===== config.mk =====
export PLATFORM = sky130hd
export DESIGN_NAME = morph_program_sequencer
export DESIGN_NICKNAME = d
export VERILOG_FILES = /design/src/rtl/morph_program_sequencer.sv
export SDC_FILE = /design/constraint.sdc
export NUM_CORES = 1
export LEC_CHECK = 0
export BUFFER_PORTS_ARGS = -buffer_cell sky130_fd_sc_hd__clkbuf_2
export CAP_MARGIN = 10
export CELL_PAD_IN_SITES_DETAIL_PLACEMENT = 2
export CELL_PAD_IN_SITES_GLOBAL_PLACEMENT = 2
export CORE_AREA = 2 2 147 149
export CTS_CLUSTER_DIAMETER = 200
export CTS_CLUSTER_SIZE = 12
export DETAILED_ROUTE_END_ITERATION = 6
export DIE_AREA = 0 0 149 151
export PLACE_DENSITY = 0.66
export SLEW_MARGIN = 20
export SYNTH_ARGS = -nofsm -noshare
export SYNTH_HDL_FRONTEND = slang
export SYNTH_SLANG_ARGS = --single-unit

===== constraint.sdc =====
create_clock -name clk -period 3 [get_ports clk]
set_clock_uncertainty 0.2 [all_clocks]
set_input_delay 0.6 -clock clk [delete_from_list [all_inputs] [get_ports clk]]
set_output_delay 0.6 -clock clk [all_outputs]
set_load 0.05 [all_outputs]

===== src/rtl/morph_program_sequencer.sv =====
// morph_program_sequencer
//   Stores a short program of morphological/logic instruction words and,
//   on start, clears the morphologic processor (MP) for one cycle. It then
//   issues one instruction per cycle with proc_ce and ends with a one-cycle
//   done pulse.
//   Instruction word: {logic_op[15:13], morph_in_sel[12], morph_op[11:9], el[8:0]}.
//   Optional feature: define MORPH_SEQ_ZERO_EXIT_EN to end a run early when
//   the MP accumulator reports zero (acc_zero). The run then reports early_exit.
module morph_program_sequencer #(
  parameter int ProgDepth  = 8,
  parameter int AddrWidth  = 3,
  parameter int InstrWidth = 16
) (
  input  logic                  clk,
  input  logic                  rst,
  input  logic                  start,
  input  logic                  abort,
  input  logic                  prog_we,
  input  logic [AddrWidth-1:0]  prog_addr,
  input  logic [InstrWidth-1:0] prog_wdata,
  input  logic [AddrWidth:0]    prog_len,
  input  logic                  acc_zero,
  output logic                  busy,
  output logic                  done,
  output logic                  early_exit,
  output logic                  proc_clr,
  output logic                  proc_ce,
  output logic [8:0]            el,
  output logic [2:0]            morph_op,
  output logic                  morph_in_sel,
  output logic [2:0]            logic_op,
  output logic [AddrWidth:0]    pc
);

  typedef enum logic [1:0] {
    S_IDLE,
    S_CLEAR,
    S_RUN,
    S_DONE
  } state_t;

  localparam logic [AddrWidth:0] Depth = (AddrWidth + 1)'(ProgDepth);

  state_t                  state;
  logic [AddrWidth:0]      len_q;
  logic [InstrWidth-1:0]   mem [ProgDepth];
  logic [InstrWidth-1:0]   rd_word;
  logic                    zero_exit;

  // The word at pc is the next one to issue; pc never indexes past len_q.
  assign rd_word = mem[pc[AddrWidth-1:0]];

`ifdef MORPH_SEQ_ZERO_EXIT_EN
  // Stop once at least one instruction has run and the accumulator is empty.
  assign zero_exit = acc_zero && (pc != '0);
`else
  logic unused_acc_zero;
  assign unused_acc_zero = acc_zero;
  assign zero_exit       = 1'b0;
`endif

  // Program store: host writes land only while idle, so a running program
  // can never be modified under itself.
  // NOTE: the instruction RAM has no reset; clearing it would turn the array
  // into flops and add nothing, because the host always loads it before a run.
  always_ff @(posedge clk) begin
    if (prog_we && (state == S_IDLE)) begin
      mem[prog_addr] <= prog_wdata;
    end
  end

  // Sequencer FSM with registered outputs; strobes and instruction fields
  // default low so they are 0 in every cycle that does not issue.
  // NOTE: every register here uses <=, so all branches see the pre-edge
  // values of pc/len_q/state regardless of statement order.
  always_ff @(posedge clk or posedge rst) begin
    if (rst) begin
      state        <= S_IDLE;
      len_q        <= '0;
      pc           <= '0;
      busy         <= 1'b0;
      done         <= 1'b0;
      early_exit   <= 1'b0;
      proc_clr     <= 1'b0;
      proc_ce      <= 1'b0;
      el           <= '0;
      morph_op     <= '0;
      morph_in_sel <= 1'b0;
      logic_op     <= '0;
    end else begin
      done         <= 1'b0;
      proc_clr     <= 1'b0;
      proc_ce      <= 1'b0;
      el           <= '0;
      morph_op     <= '0;
      morph_in_sel <= 1'b0;
      logic_op     <= '0;
      case (state)
        S_IDLE: begin
          if (start) begin
            len_q      <= (prog_len > Depth) ? Depth : prog_len;
            pc         <= '0;
            early_exit <= 1'b0;
            proc_clr   <= 1'b1;
            busy       <= 1'b1;
            state      <= S_CLEAR;
          end
        end
        S_CLEAR, S_RUN: begin
          if (abort) begin
            busy  <= 1'b0;
            done  <= 1'b1;
            state <= S_DONE;
          end else if ((state == S_RUN) && zero_exit) begin
            busy       <= 1'b0;
            done       <= 1'b1;
            early_exit <= 1'b1;
            state      <= S_DONE;
          end else if (pc == len_q) begin
            busy  <= 1'b0;
            done  <= 1'b1;
            state <= S_DONE;
          end else begin
            proc_ce      <= 1'b1;
            logic_op     <= rd_word[15:13];
            morph_in_sel <= rd_word[12];
            morph_op     <= rd_word[11:9];
            el           <= rd_word[8:0];
            pc           <= pc + 1'b1;
            state        <= S_RUN;
          end
        end
        S_DONE: begin
          state <= S_IDLE;
        end
        default: begin
          state <= S_IDLE;
        end
      endcase
    end
  end

endmodule


==> flow_summary.toml <==
[clock_tree]
cts_resized = 0
postCtsSetupBuffers = 0
clkTransAtPathRegs_ps = 70
cts_made_buffers = 17
clk_latency_ps = 430
clock_path_buffers = 2
clk_root_buffer_cell = "clkbuf_16"
h-tree-depth = 4
cts_tree = "yes"
holdBufCountCts = 0
cts_sinks = 158

[power]
leakage_nw = 2.580
ir_drop_mv = 0.3861
total_power_mw = 6.818
power.density_nw_per_um2 = 932.9

[global_routing]
antenna_found_initial = 0
grt_pass1_wl_mm = 21.37
grt_pass1_vias = 3513
grt_max_degree = 37
grtUsageTotal_pct = 13.34
grt-ovfl-total = 0

[placement]
io_buffers = 51
gp_congestion = 0.6879
dp_hpwl_mm = 8.501
placed_cells = 635

[setup_path]
r2r-end = "mem[3][14]"
path_cells = "buf_4 > clkbuf_2"
worstRegToRegCells = 5
cp-start-kind = "register"
r2r-start = "state[0]"
slowest_delay_ps = 390
crit_type = "reg -> out"
path_max_fanout = 21
critical_path.startpoint = "pc[2]"
path_depth = 2
cp_top_family = "buffers and inverters"
crit_buf_inv = 2
arrival_ps = 1540
crit_required_ps = 2200
crit_path_end = "pc[2]"
reg2reg_setup_slack_ps = 910
worstSetupEndpointType = "output pin"
slowest_stage = "buf_4"

[synth]
synth_async_sr_flop_share_pct = 18.99
ys_ff_latch = 158
ys_seq_area_share_pct = 74.76
synthFlopType = "edfxtp_1"
synth_top_area_share_pct = 62.54
synth-edff-count = 128
ys_types = 36
yosys_warnings = 0
synth_fp_nets = 340
netlist_area_um2 = 6146
yosys.area.top_type = "edfxtp_1"
yosys-top-cells-area = "edfxtp_1 (63%), dfrtp_1 (12%), mux4_2 (9.9%), mux2i_1 (2.8%), mux4_1 (2.1%)"
synthCells = 308
syn_area_per_cell_um2 = 19.95

[flow_run]
drv_cap = 0

[final_layout]
area_growth_pct = 18.91
layout.nets = 411
final_cell_count_no_fill = 667
drive_above_1_share_pct = 34.18
fin_util_pct = 35.10
diodes = 0

[timing]
tightest_slew_ps = 550.6
hold_violations = 0
clock.fmax_ghz = 0.4276
period_minus_slack_ps = 2339
drv_slew = 0
setup_viol = 0
setup_tns_ps = 0
rsz0062_at_grt = "no"
slew_headroom_pct = 63.30
period_share_pct = 77.96

[status]
status = "finished clean"

[die]
io_pins = 54
die_x_um = 149
die-area_um2 = 22500
rows = 53
die_h_um = 151
start_util_pct = 29.52
core_area_um2 = 20820

[detailed_routing]
vias_per_cell = 4.580
avgRoutedWirePerCell_um = 20.55
route.detailed.drc = 0
dr.pass1.iters = 4
via_count = 3055
drt-initial-drc-count = 218
routed_wl_mm = 13.71
drtAntennaViolNets = 0

[min_path]
hold_path_class = "in -> async"
## cell type report
type	instances	area [µm²]
Fill cell	2073	13510
Sequential cell	158	4596
Multi-Input combinational cell	130	1416
Clock buffer	18	439.2
Timing Repair Buffer	66	380.4
Tap cell	275	344.1
Clock inverter	14	110.1
Inverter	6	22.52
## power by group
part,internal (mW),switching (mW),total [mW]
clock,1.09,0.910,2.00
sequential,2.59,0.139,2.73
combinational,0.766,1.33,2.09
total,4.44,2.38,6.82
## registers in the layout (all words and copies together) (netlist names)
signal	count
mem	128
el	9
len_q	4
pc	4
logic_op	3
morph_op	3
state	2
busy	1
done	1
morph_in_sel	1
proc_ce	1
proc_clr	1
## per-layer routing
layer | GRT usage, % | part of all wire [%]
met4 | 4.286 | 1.2
met3 | 3.645 | 2.8
met1 | 16.13 | 43
met5 | 0 | 0
met2 | 23.23 | 53
## stage by stage
| stage | cell area [µm²] | setup slack (ps) | hold slack [ps] |
|---|---|---|---|
| 5_1_grt | 7308 | 570.0 | 84.15 |
| 3_3_place_gp | 6759 | 838.2 | 298.4 |
| 3_5_place_dp | 6759 | 787.6 | 339.3 |
| 4_1_cts | 7308 | 614.5 | 60.25 |
| 6_report | 7308 | 661.1 | 49.39 |
| 2_1_floorplan | 6146 | 384.8 | 270.4 |
## worst min-delay path by stage
stage,depth (start not counted),from,end
2_1_floorplan,2,len_q[2],len_q[2]
3_3_place_gp,2,len_q[2],len_q[2]
3_5_place_dp,1,len_q[3],len_q[3]
4_1_cts,3,rst,proc_clr
5_1_grt,3,rst,proc_clr
6_report,3,rst,proc_ce
## worst min-delay path: stages
cell      delay (ps)
clkbuf_2          80
inv_1             40
buf_4            380
## cells in the final DEF, fill, tap and decap left out, types with 2 or more instances in the layout
cell        count
o21ai_0         6
nand2_1         9
nand3b_1        2
dfrtp_1        29
mux4_1          5
buf_4          14
a31oi_1         2
nand3_1         2
xnor2_1         2
nand2b_1        5
mux2i_1        17
a41o_1          2
edfxtp_1      128
inv_6           4
mux4_2         27
a21oi_1         3
nor3_2          2
clkinv_4        4
nor2_1         28
clkbuf_2       51
xnor2_2         2
clkbuf_16      17
ha_1            3
clkinvlp_4      4
nand4b_1        2
clkinv_2        2
inv_1           6
## cell usage after synthesis (2+ instances only)
cell type	instances
a21oi_1	3
a31oi_1	2
a41o_1	2
buf_2	7
buf_6	4
dfrtp_1	30
edfxtp_1	128
ha_1	3
inv_1	6
mux2i_1	17
mux4_1	5
mux4_2	27
nand2_1	9
nand2b_1	5
nand3_1	2
nand3b_1	2
nand4b_1	2
nor2_1	28
nor3_1	2
o21ai_0	6
xnor2_1	2
xnor2_2	2
## cells by family after synthesis
group / share of synthesized area [%]
AO/OA/AOI/OAI: 2.240
XOR/XNOR: 0.8144
flip-flops: 74.76
other: 0.06102
AND/OR/NAND/NOR: 4.174
buffers and inverters: 2.361
adder cells (fa/ha/maj): 0.6108
multiplexers: 14.98
Note: power is estimated with default switching activity, not from simulation.
